[src/rtl/bitonic_seq_builder.sv]
// -----------------------------------------------------------------------------
// bitonic_seq_builder
//
// Serial-to-parallel front end for the bitonic merge pipeline. A frame is K
// signed 16-bit samples made of two pre-sorted runs of K/2 samples each. Run A
// is packed into lanes 0..K/2-1 in arrival order. Run B is packed lane-reversed
// into lanes K-1..K/2. The packed word is therefore bitonic.
//
// Each run is checked for monotonicity in the direction set by SORTDIR. The
// result travels with the frame as m_err. Every emitted frame carries an 8-bit
// sequence tag. A load buffer and an output register form a two-deep pipeline,
// so the next frame can load while the previous one waits for m_ready.
//
// Parameters
//   K        lanes per frame (power of two, >= 2)
//   SORTDIR  0: runs must be non-decreasing, 1: runs must be non-increasing
//
// Ports
//   clk      clock
//   rst      asynchronous active-high reset
//   s_valid  input sample valid
//   s_ready  input can accept a sample (combinational)
//   s_data   signed input sample
//   m_valid  output frame valid (registered)
//   m_ready  downstream accepts the frame
//   m_data   packed frame, lane i at [i*16 +: 16] (registered)
//   m_err    monotonicity violation seen in the frame on m_data (registered)
//   m_tag    sequence number of the frame on m_data (registered)
// -----------------------------------------------------------------------------
module bitonic_seq_builder #(
  parameter int K       = 8,
  parameter bit SORTDIR = 1'b0
) (
  input  logic              clk,
  input  logic              rst,
  input  logic              s_valid,
  output logic              s_ready,
  input  logic [15:0]       s_data,
  output logic              m_valid,
  input  logic              m_ready,
  output logic [K*16-1:0]   m_data,
  output logic              m_err,
  output logic [7:0]        m_tag
);

  localparam int            CW   = (K > 2) ? $clog2(K) : 1;
  localparam logic [CW-1:0] LAST = CW'(K - 1);
  localparam logic [CW-1:0] HALF = CW'(K / 2);

  // Returns 1 when cur breaks the required run ordering with respect to prev.
  // Equal samples never count as a violation.
  function automatic logic order_violation(input logic signed [15:0] cur,
                                           input logic signed [15:0] prev);
    logic bad;
    if (SORTDIR) begin
      bad = (cur > prev);
    end else begin
      bad = (cur < prev);
    end
    return bad;
  endfunction

  // Frame assembly state
  logic [CW-1:0]            cnt_q,       cnt_d;
  logic                     load_full_q, load_full_d;
  logic signed [15:0]       prev_q,      prev_d;
  logic                     err_acc_q,   err_acc_d;
  logic                     load_err_q,  load_err_d;
  logic [K-1:0][15:0]       lbuf_q,      lbuf_d;

  // Output stage state
  logic [7:0]               tag_cnt_q,   tag_cnt_d;
  logic                     m_valid_q,   m_valid_d;
  logic [K*16-1:0]          m_data_q,    m_data_d;
  logic                     m_err_q,     m_err_d;
  logic [7:0]               m_tag_q,     m_tag_d;

  // Handshake and datapath helpers
  logic                     out_free_s;
  logic                     accept_s;
  logic                     xfer_s;
  logic                     last_s;
  logic                     run_start_s;
  logic                     viol_s;
  logic                     frame_err_s;
  logic [CW-1:0]            lane_s;

  // Handshake decode: the output register is free when empty or draining, and
  // the load buffer can take a sample unless it holds a frame that cannot move.
  always_comb begin
    out_free_s  = !m_valid_q || m_ready;
    s_ready     = !load_full_q || out_free_s;
    accept_s    = s_valid && s_ready;
    xfer_s      = load_full_q && out_free_s;
    last_s      = (cnt_q == LAST);
    run_start_s = (cnt_q == '0) || (cnt_q == HALF);
  end

  // Lane selection: run A lands in natural order, run B lands mirrored from
  // the top lane downwards (index j >= K/2 goes to lane K-1-(j-K/2)).
  always_comb begin
    if (cnt_q < HALF) begin
      lane_s = cnt_q;
    end else begin
      lane_s = LAST - (cnt_q - HALF);
    end
  end

  // Monotonicity check. The first sample of each run has nothing to compare
  // with, and no compare crosses the A/B run boundary.
  always_comb begin
    if (accept_s && !run_start_s) begin
      viol_s = order_violation($signed(s_data), prev_q);
    end else begin
      viol_s = 1'b0;
    end
    // Index 0 starts a fresh frame, so the accumulated flag from the previous
    // frame is ignored there.
    if (cnt_q == '0) begin
      frame_err_s = viol_s;
    end else begin
      frame_err_s = err_acc_q | viol_s;
    end
  end

  // Load-side next state: sample counter, lane write, error accumulation and
  // the load_full flag that hands a complete frame to the output stage.
  always_comb begin
    cnt_d       = cnt_q;
    prev_d      = prev_q;
    err_acc_d   = err_acc_q;
    load_err_d  = load_err_q;
    lbuf_d      = lbuf_q;
    load_full_d = load_full_q;

    // The transfer reads lbuf_q, so a same-cycle write into lane 0 of the next
    // frame cannot corrupt the frame being moved out.
    if (xfer_s) begin
      load_full_d = 1'b0;
    end else begin
      load_full_d = load_full_q;
    end

    if (accept_s) begin
      lbuf_d[lane_s] = s_data;
      prev_d         = $signed(s_data);
      err_acc_d      = frame_err_s;
      if (last_s) begin
        cnt_d       = '0;
        load_full_d = 1'b1;
        load_err_d  = frame_err_s;
      end else begin
        cnt_d       = cnt_q + CW'(1);
      end
    end else begin
      cnt_d = cnt_q;
    end
  end

  // Output-side next state: capture a complete frame when the output register
  // is free, otherwise drop m_valid once it has been taken, otherwise hold.
  always_comb begin
    m_valid_d = m_valid_q;
    m_data_d  = m_data_q;
    m_err_d   = m_err_q;
    m_tag_d   = m_tag_q;
    tag_cnt_d = tag_cnt_q;

    if (xfer_s) begin
      m_valid_d = 1'b1;
      m_data_d  = lbuf_q;
      m_err_d   = load_err_q;
      m_tag_d   = tag_cnt_q;
      tag_cnt_d = tag_cnt_q + 8'd1;
    end else if (m_valid_q && m_ready) begin
      m_valid_d = 1'b0;
    end else begin
      m_valid_d = m_valid_q;
    end
  end

  // State registers with asynchronous reset; a reset mid-frame discards the
  // partial frame because cnt returns to 0.
  always_ff @(posedge clk or posedge rst) begin
    if (rst) begin
      cnt_q       <= '0;
      load_full_q <= 1'b0;
      prev_q      <= '0;
      err_acc_q   <= 1'b0;
      load_err_q  <= 1'b0;
      lbuf_q      <= '0;
      tag_cnt_q   <= 8'd0;
      m_valid_q   <= 1'b0;
      m_data_q    <= '0;
      m_err_q     <= 1'b0;
      m_tag_q     <= 8'd0;
    end else begin
      cnt_q       <= cnt_d;
      load_full_q <= load_full_d;
      prev_q      <= prev_d;
      err_acc_q   <= err_acc_d;
      load_err_q  <= load_err_d;
      lbuf_q      <= lbuf_d;
      tag_cnt_q   <= tag_cnt_d;
      m_valid_q   <= m_valid_d;
      m_data_q    <= m_data_d;
      m_err_q     <= m_err_d;
      m_tag_q     <= m_tag_d;
    end
  end

  // Drive the registered outputs.
  always_comb begin
    m_valid = m_valid_q;
    m_data  = m_data_q;
    m_err   = m_err_q;
    m_tag   = m_tag_q;
  end

endmodule

[config.mk]
export PLATFORM = sky130hd
export DESIGN_NAME = bitonic_seq_builder
export DESIGN_NICKNAME = d
export VERILOG_FILES = /design/src/rtl/bitonic_seq_builder.sv
export SDC_FILE = /design/constraint.sdc
export NUM_CORES = 1
export LEC_CHECK = 0
export BUFFER_PORTS_ARGS = -buffer_cell sky130_fd_sc_hd__buf_2
export CELL_PAD_IN_SITES_DETAIL_PLACEMENT = 0
export CELL_PAD_IN_SITES_GLOBAL_PLACEMENT = 1
export CORE_MARGIN = 5
export CORE_UTILIZATION = 49
export DETAILED_ROUTE_END_ITERATION = 6
export MAX_ROUTING_LAYER = met4
export PLACE_DENSITY_LB_ADDON = 0.1
export SYNTH_ARGS = -nofsm -noshare
export SYNTH_HDL_FRONTEND = slang
export SYNTH_SLANG_ARGS = --single-unit
[constraint.sdc]
create_clock -name clk -period 15.59 [get_ports clk]
set_input_delay 0.7795 -clock clk [delete_from_list [all_inputs] [get_ports clk]]
set_output_delay 0.7795 -clock clk [all_outputs]
set_load 0.005 [all_outputs]
# Word level (Yosys, flattened, before mapping)
# Cells that the tools add are included.
[word_totals]
out_inout_bits = 139
inputBits = 20
ff_bits = 296
word_cells = 55
[op_classes]
n_reduce_logical = 14
muxes = 12
n_lt_le_gt_ge = 4
n_eq_ne = 2
n_addsub = 4
bitwise_logic = 1
[ops]
columns = ["operator", "n"]
rows = [
  ["128-bit bitwise mux", 1],
  ["16-bit demux with 3-bit select", 1],
  ["16-bit less-than comparator", 1],
  ["16-bit two-way mux", 1],
  ["8-bit by 1-bit adder with 8-bit output, second input constant", 1],
  ["1-bit two-way mux", 7],
  ["3-bit equality test, second input constant", 2],
  ["3-bit two-way mux", 2],
  ["1-bit logical AND", 5],
  ["3-bit by 4-bit less-than comparator with 1-bit output, second input constant", 1],
  ["3-bit by 1-bit adder with 3-bit output, second input constant", 1],
  ["3-bit by 1-bit greater-or-equal comparator with 1-bit output, second input constant", 1],
  ["1-bit logical NOT", 3],
  ["3-bit logical NOT", 1],
  ["1-bit logical OR", 3],
  ["3-bit less-than comparator, second input constant", 1],
  ["3-bit subtractor, first input constant", 1],
  ["3-bit subtractor, second input constant", 1],
  ["2-bit AND reduction", 1],
  ["2-bit nonzero test", 1],
  ["1-bit OR", 1],
]

# Depth between registers and ports, before layout
# Gate-level depths: netlist of the first run.
[depth]
ltp_word = 8
ltp_mapped = 7
mapped_depth_nobuf = 7

# Worst setup path before layout of the first run
# OpenSTA, ideal clock, no wires.
[synth_path]
path_type = "input -> register"
startpoint = "in s_data[15]"
endpoint = "reg load_err_q"
n_path_buf = 0
setup_ns = 0.144
cell_stages = 6
required_time_ns = 15.446
path_slack_ns = 13.380
arrival_time_ns = 2.065
path_cell_list = "ha_1 -> nand4_1 -> or3_1 -> a221oi_1 -> o32a_1 -> a41oi_1"
[synth_via]
elab_chain_len = 4
[synth_lines]
columns = ["item", "line_no", "rtl"]
rows = [
  ["start: declaration", "38", "input logic [15:0] s_data,"],
  ["16-bit less-than comparator *", "58", "bad = (cur < prev);"],
  ["1-bit two-way mux *", "112", "if (accept_s && !run_start_s) begin"],
  ["1-bit OR", "122", "frame_err_s = err_acc_q | viol_s;"],
  ["1-bit two-way mux *", "119", "if (cnt_q == '0) begin"],
  ["end signal: assignment", "202", "load_err_q <= load_err_d;"],
  ["end: declaration", "68", "logic load_err_q, load_err_d;"],
]
# Every way passes the cells marked *; elsewhere a longest branch is shown, timed or not.
# A chain may end at the register's enable or synchronous reset.

# Final worst setup path of the first run
[layout_path]
startpoint = "reg m_valid_q, in the netlist m_valid"
endpoint = "reg tag_cnt_q[6]"
[layout_via]
elab_chain_len = 3
[layout_lines]
columns = ["item", "line_no", "rtl"]
rows = [
  ["start: declaration", "73", "logic m_valid_q, m_valid_d;"],
  ["start signal: assignment", "205", "m_valid_q <= m_valid_d;"],
  ["1-bit logical NOT", "91", "out_free_s = !m_valid_q || m_ready;"],
  ["1-bit logical OR", "91", ""],
  ["1-bit logical AND", "94", "xfer_s = load_full_q && out_free_s;"],
  ["end signal: assignment", "204", "tag_cnt_q <= tag_cnt_d;"],
  ["end: declaration", "72", "logic [7:0] tag_cnt_q, tag_cnt_d;"],
]
# No other way between the ends.

==> results.ini, run 1 <==
[logic_synthesis]
synth.avg_cell_area_um2=11.3
syn_nets=1069
synthArstFlopShare_pct=100
ys_warn_count=0
ys_seq_area_share_pct=63.8
synth_cells=1030
yosys.cell_types.count=40
synth_edf_count=0
yosys_most_used_dff=dfrtp_1
ys_ff_latch=296
synthesis.area_um2=11600

[power_and_ir_drop]
leakage_nw=7.25
power.internal_mw=1.91
swShare_pct=28.6
p_total_mw=2.67
power_density_nw_per_um2=195
max-vdd-ir-drop_mv=0.0943
sequentialPowerShare_pct=48.1
p_comb_share_pct=23.0
power.switching_mw=0.765
clkPwrFrac_pct=29.0

[critical_path]
crit_path_max_incr_delay_ns=0.71
crit_arrival_ns=3.13
regToRegSetupSlack_ns=12.93
critPathMaxFanout=74
cp-end-kind=flop
critPathKind=flop to flop
cp_slowest_cell=buf_4
crit_required_ns=16.06
critPathLaunchType=flop
cp_cell_sequence=nand2b_1 -> and2_4 -> buf_4 -> nand4_1 -> nor2_1 -> xor2_1

[route]
vias=7538
wl_um=26100
first_pass_iters=4
wl_per_cell_um=17.1
final_antenna_net_count=0
drt_iter0_markers=383
vias_per_cell=4.95
drc=0

[global_route]
grt_pass1_vias=7591
grt.overflow.total=0
grt_pass1_wl_um=42100
grt_max_degree=124
antenna_found_initial=1
grtUsageTotal_pct=20.5

[hold_path]
hold_class=input pin to async pin

[cells_and_area]
drive_gt1_share_pct=29.7
diodes=0
postLayoutCoreUtil_pct=58.5
syn2layout_area_growth_pct=17.9
final_common_cell=nand2_1
finish.net_count=1220
layout_common_cells=443 x nand2_1, 296 x dfrtp_1, 158 x buf_2

[sta]
hold_viol_final=0
fin_crit_sh_pct=17.1
final.setup.tns_ns=0
rsz0062_at_grt=no
setup_viol=0
maxSlewViolCount=0
fin_crit_ns=2.66
max-slew-margin-rel_pct=42.1
setup_slack_ns=12.93
final.setup_skew_ns=0.00986
worstMarginPinSlew_ns=0.868
fmax_mhz=376

[die]
die_y_um=164
io_pins=159
core-area_um2=23400
die_w_um=164
die_area_um2=26900
initial_core_util_pct=49.6
rows=56

[cts]
post-cts-setup-buffers=0
clkTransAtPathRegs_ns=0.06
numClockSinks=296
cts_hold_buf=0
cts_resized=0
cts_tree=built
cts_inserted_buffers=30
clk-insertion-delay-late_ns=0.55
cts_root_buf=clkbuf_16
h-tree-depth=1
clockBufferDepth=3

[run_status]
run_status=finished clean

[place]
io_buffers=158
gp_congestion=0.789
dp_hpwl_um=15900
dp_slack_ns=12.36

[job]
drv_cap=0

power groups by stage:
stage,combinational [mW],sequential (mW),clock (mW)
6_report,0.613,1.28,0.774
5_1_grt,0.699,1.33,0.827
4_1_cts,0.629,1.29,0.789
3_5_place_dp,0.627,1.29,0
3_3_place_gp,0.608,1.29,0
2_1_floorplan,0.385,1.27,0
worst max-delay path, delay by kind of cell, from the launching register on:
family,cells,cell delay (ns)
and+or+nand+nor,4,1.25
xor gates and xnor gates,1,0.15
DFF,1,0.40
buffers and inverters,1,0.71
cells by family (layout without fill, tap and decap cells):
group / count (synthesis) / count (layout) / synth area share [%]
simple gates: 477 / 477 / 16.5
flops: 296 / 296 / 63.8
mux: 129 / 129 / 12.5
buf+inv: 69 / 243 / 2.96
compound gates: 33 / 33 / 1.67
fa+ha+maj: 19 / 19 / 2.05
xor+xnor: 7 / 7 / 0.528
final timing paths:
check,from,to,cells after the start
min in group clk,lbuf_q[123]$_DFFE_PP0P_,m_data[123]$_DFFE_PP0P_,2
setup / recovery,m_valid$_DFFE_PP0P_,tag_cnt_q[6]$_DFFE_PP0P_,6
hold reg to reg,lbuf_q[123]$_DFFE_PP0P_,m_data[123]$_DFFE_PP0P_,2
hold / removal,rst,m_data[103]$_DFFE_PP0P_,2
setup reg to reg,m_valid$_DFFE_PP0P_,tag_cnt_q[6]$_DFFE_PP0P_,6
max in group asynchronous,rst,lbuf_q[81]$_DFFE_PP0P_,4
registers in the layout (all words and copies together), names as in the netlist:
register     flops
lbuf_q         128
err_acc_q        1
load_err_q       1
load_full_q      1
m_data         128
m_tag            8
cnt_q            3
m_valid          1
m_err            1
prev_q          16
tag_cnt_q        8
cell type report:
class	count	area (µm²)
clock buffers	39	846
clock inverters	16	234
fillers	2081	9710
inverters	23	93.8
multi-input cells	665	3870
flip-flops and latches	296	7410
well taps	319	399
repair buffers	165	843
synthesized netlist by cell type (2+ instances only):
library cell  number  share of area (%)
a21oi_1            3               0.13
a41oi_1            2               0.15
and2_1             2               0.11
buf_2              9               0.39
buf_4              3               0.19
buf_6              7               0.68
clkbuf_1          25               0.81
dfrtp_1          296                 64
ha_1              19                2.0
inv_1             23               0.74
mux2_2           128                 12
nand2_1          444                 14
nand2_2            3               0.16
nand2b_1           2               0.11
nand3_1            2              0.086
nand3_2            2               0.17
nand4_1            6               0.32
nor2_1             6               0.19
o21ai_0           22               0.95
xnor2_1            5               0.38
xor2_1             2               0.15
per-stage QoR:
step                      instance area [µm²]  instances  hold WS, ns
after floorplan                         11600       1030        0.433
final                                   13700       1523        0.359
after CTS                               13700       1523        0.440
after detailed placement                12600       1468        0.448
after global routing                    13700       1523        0.463
after global placement                  12600       1468        0.442
per-layer routing:
layer | routed length (µm) | track usage, % | share of wire (%)
met5 | 0 | - | 0
met4 | 444 | 4.61 | 1.7
met3 | 1030 | 2.61 | 3.9
met2 | 12500 | 32.8 | 48
met1 | 12100 | 28.6 | 46
Power figures use the tool's default switching activity.
==> run 2: changes to the inputs <==
Settings changed: CORE_UTILIZATION 49 to 41.
Clock period 15.59 ns to 2.2 ns, I/O delays scaled along.
==> results.ini, run 2 (synthesis results as in run 1) <==
[place]
place_area_um2=12900  ; +2.5%
dp_hpwl_um=18500  ; +16%
dp.cells=1549  ; +5.5%
io_buffers=158  ; unchanged
gp_congestion=0.776  ; -1.7%
dp_slack_ns=0.209  ; -12.15 ns

[critical_path]
critPathKind=flop to flop
regToRegSetupSlack_ns=0.21  ; -12.72 ns
cp-end-kind=flop
crit_required_ns=2.61  ; -13.45 ns
crit_arrival_ns=2.40  ; -0.73 ns
critPathLaunchType=flop
critPathMaxFanout=3  ; -96%

[die]
core-area_um2=27900  ; +19%
initial_core_util_pct=41.7  ; -7.9 points
io_pins=159  ; unchanged
rows=61  ; +8.9%
die_y_um=178  ; +8.8%
die_area_um2=31800  ; +18%
die_w_um=178  ; +8.8%

[run_status]
run_status=finished clean

[cts]
cts_inserted_buffers=31  ; +3.3%
cts_root_buf=clkbuf_16
cts_tree=built
clk-insertion-delay-late_ns=0.55  ; about the same
clockBufferDepth=3  ; unchanged
clkTransAtPathRegs_ns=0.06  ; about the same
post-cts-setup-buffers=0  ; unchanged
h-tree-depth=1  ; unchanged
numClockSinks=296  ; unchanged
cts_resized=0  ; unchanged

[cells_and_area]
multi_input_area_um2=3870  ; unchanged
drive_gt1_share_pct=30.8  ; +1.1 points
final_cell_area_um2=14100  ; +2.8%
finalNonFillerCells=1613  ; +5.9%
postLayoutCoreUtil_pct=50.5  ; -8.0 points
final_common_cell=nand2_1
syn2layout_area_growth_pct=21.2
finish.net_count=1251  ; +2.5%
fill_cells=2595  ; +25%
seqCellArea_um2=7410  ; unchanged
layout_common_cells=443 x nand2_1, 296 x dfrtp_1, 158 x buf_2

[sta]
worstMarginPinSlew_ns=0.585  ; -0.283 ns
final.setup.tns_ns=0  ; unchanged
fin_crit_ns=1.99  ; -0.669 ns
fin_crit_sh_pct=90.5  ; +73 points
hold_viol_final=0  ; unchanged
holdWs_ns=0.0205  ; -0.338 ns
setup_slack_ns=0.209  ; -12.72 ns
final.setup_skew_ns=0.00781  ; -0.00205 ns
max-slew-margin-rel_pct=61.0  ; +19 points
setup_viol=0  ; unchanged
rsz0062_at_grt=no
fmax_mhz=502  ; +34%
maxSlewViolCount=0  ; unchanged

[job]
drv_cap=0  ; unchanged

[power_and_ir_drop]
power.internal_mw=13.5  ; +610%
power_density_nw_per_um2=1340  ; +590%
p_total_mw=18.9  ; +610%
power.switching_mw=5.47  ; +610%
leakage_nw=7.40  ; +2.1%
sequentialPowerShare_pct=48.1  ; about the same
p_comb_share_pct=23.4  ; +0.4 points
clkPwrFrac_pct=28.5  ; -0.5 points
swShare_pct=28.9  ; +0.25 points
max-vdd-ir-drop_mv=0.655  ; +590%

[route]
vias=7641  ; +1.4%
vias_per_cell=4.74  ; -4.3%
wl_um=28000  ; +7.4%
final_antenna_net_count=0  ; unchanged
first_pass_iters=5  ; +1
wl_per_cell_um=17.4  ; +1.4%
drt_iter0_markers=403  ; +5.2%
drc=0  ; unchanged

[global_route]
grt_max_degree=75  ; -40%
grtUsageTotal_pct=18.4  ; -2.1 points
grt.overflow.total=0  ; unchanged
grt_pass1_wl_um=44900  ; +6.5%
grt_pass1_vias=7843  ; +3.3%
antenna_found_initial=1  ; unchanged

[hold_path]
hold_class=input pin to flop

[run 2: changes by cell type in the layout (fill, tap and decap cells not counted), moves of 3 or more]
cell / previous run / this run
clkbuf_8: 4 / 11
dlygate4sd3_1: 0 / 8
clkinv_2: 9 / 5
buf_12: 0 / 6
bufinv_16: 6 / 3
buf_4: 7 / 23
[run 2: cell type report]
| type | count | share of cell area, % |
|---|---|---|
| flip-flops and latches | 296 | 52.6 |
| multi-input cells | 665 | 27.5 |
| repair buffers | 195 | 8.27 |
| clock buffers | 46 | 6.69 |
| well taps | 378 | 3.36 |
| clock inverters | 9 | 0.880 |
| inverters | 23 | 0.640 |
| diodes | 1 | 0.0178 |
[run 2: per-layer routing]
layer | GRT usage, % | wire, µm | part of all wire [%]
met4 | 3.26 | 365 | 1.3
met3 | 2.52 | 1030 | 3.7
met1 | 26.1 | 13300 | 47
met2 | 29.2 | 13400 | 48
met5 | - | 0 | 0
[run 2: timing repair]
item	4_1_cts	5_1_grt
hold buffers	8	0
setup endpoints to repair	0	0
hold endpoints to repair	262	0
[run 2: power groups by stage]
stage / Combinational (mW) / Clock, mW / Sequential [mW]
after detailed placement: 4.52 / 0 / 9.19
after global placement: 4.41 / 0 / 9.18
final: 4.43 / 5.40 / 9.10
after floorplan: 2.73 / 0 / 8.98
after global routing: 5.06 / 5.79 / 9.39
after CTS: 4.56 / 5.55 / 9.13
[run 2: worst paths after layout]
| check | endpoint | from | cells past startpoint |
|---|---|---|---|
| hold reg to reg | m_data[36]$_DFFE_PP0P_ | lbuf_q[36]$_DFFE_PP0P_ | 2 |
| setup reg to reg | load_err_q$_DFFE_PP0P_ | prev_q[15]$_DFFE_PP0P_ | 7 |
| setup / recovery | load_err_q$_DFFE_PP0P_ | prev_q[15]$_DFFE_PP0P_ | 7 |
| max in group asynchronous | m_data[50]$_DFFE_PP0P_ | rst | 4 |
| min in group asynchronous | m_data[103]$_DFFE_PP0P_ | rst | 3 |
| hold / removal | prev_q[0]$_DFFE_PP0P_ | s_data[0] | 3 |
[run 2: critical path, stage by stage (launching register included)]
cell	delay [ns]
dfrtp_1	0.32
inv_1	0.04
ha_1	0.31
nand4_1	0.14
or3_1	0.39
a221oi_1	0.27
o32a_1	0.25
a41oi_1	0.13
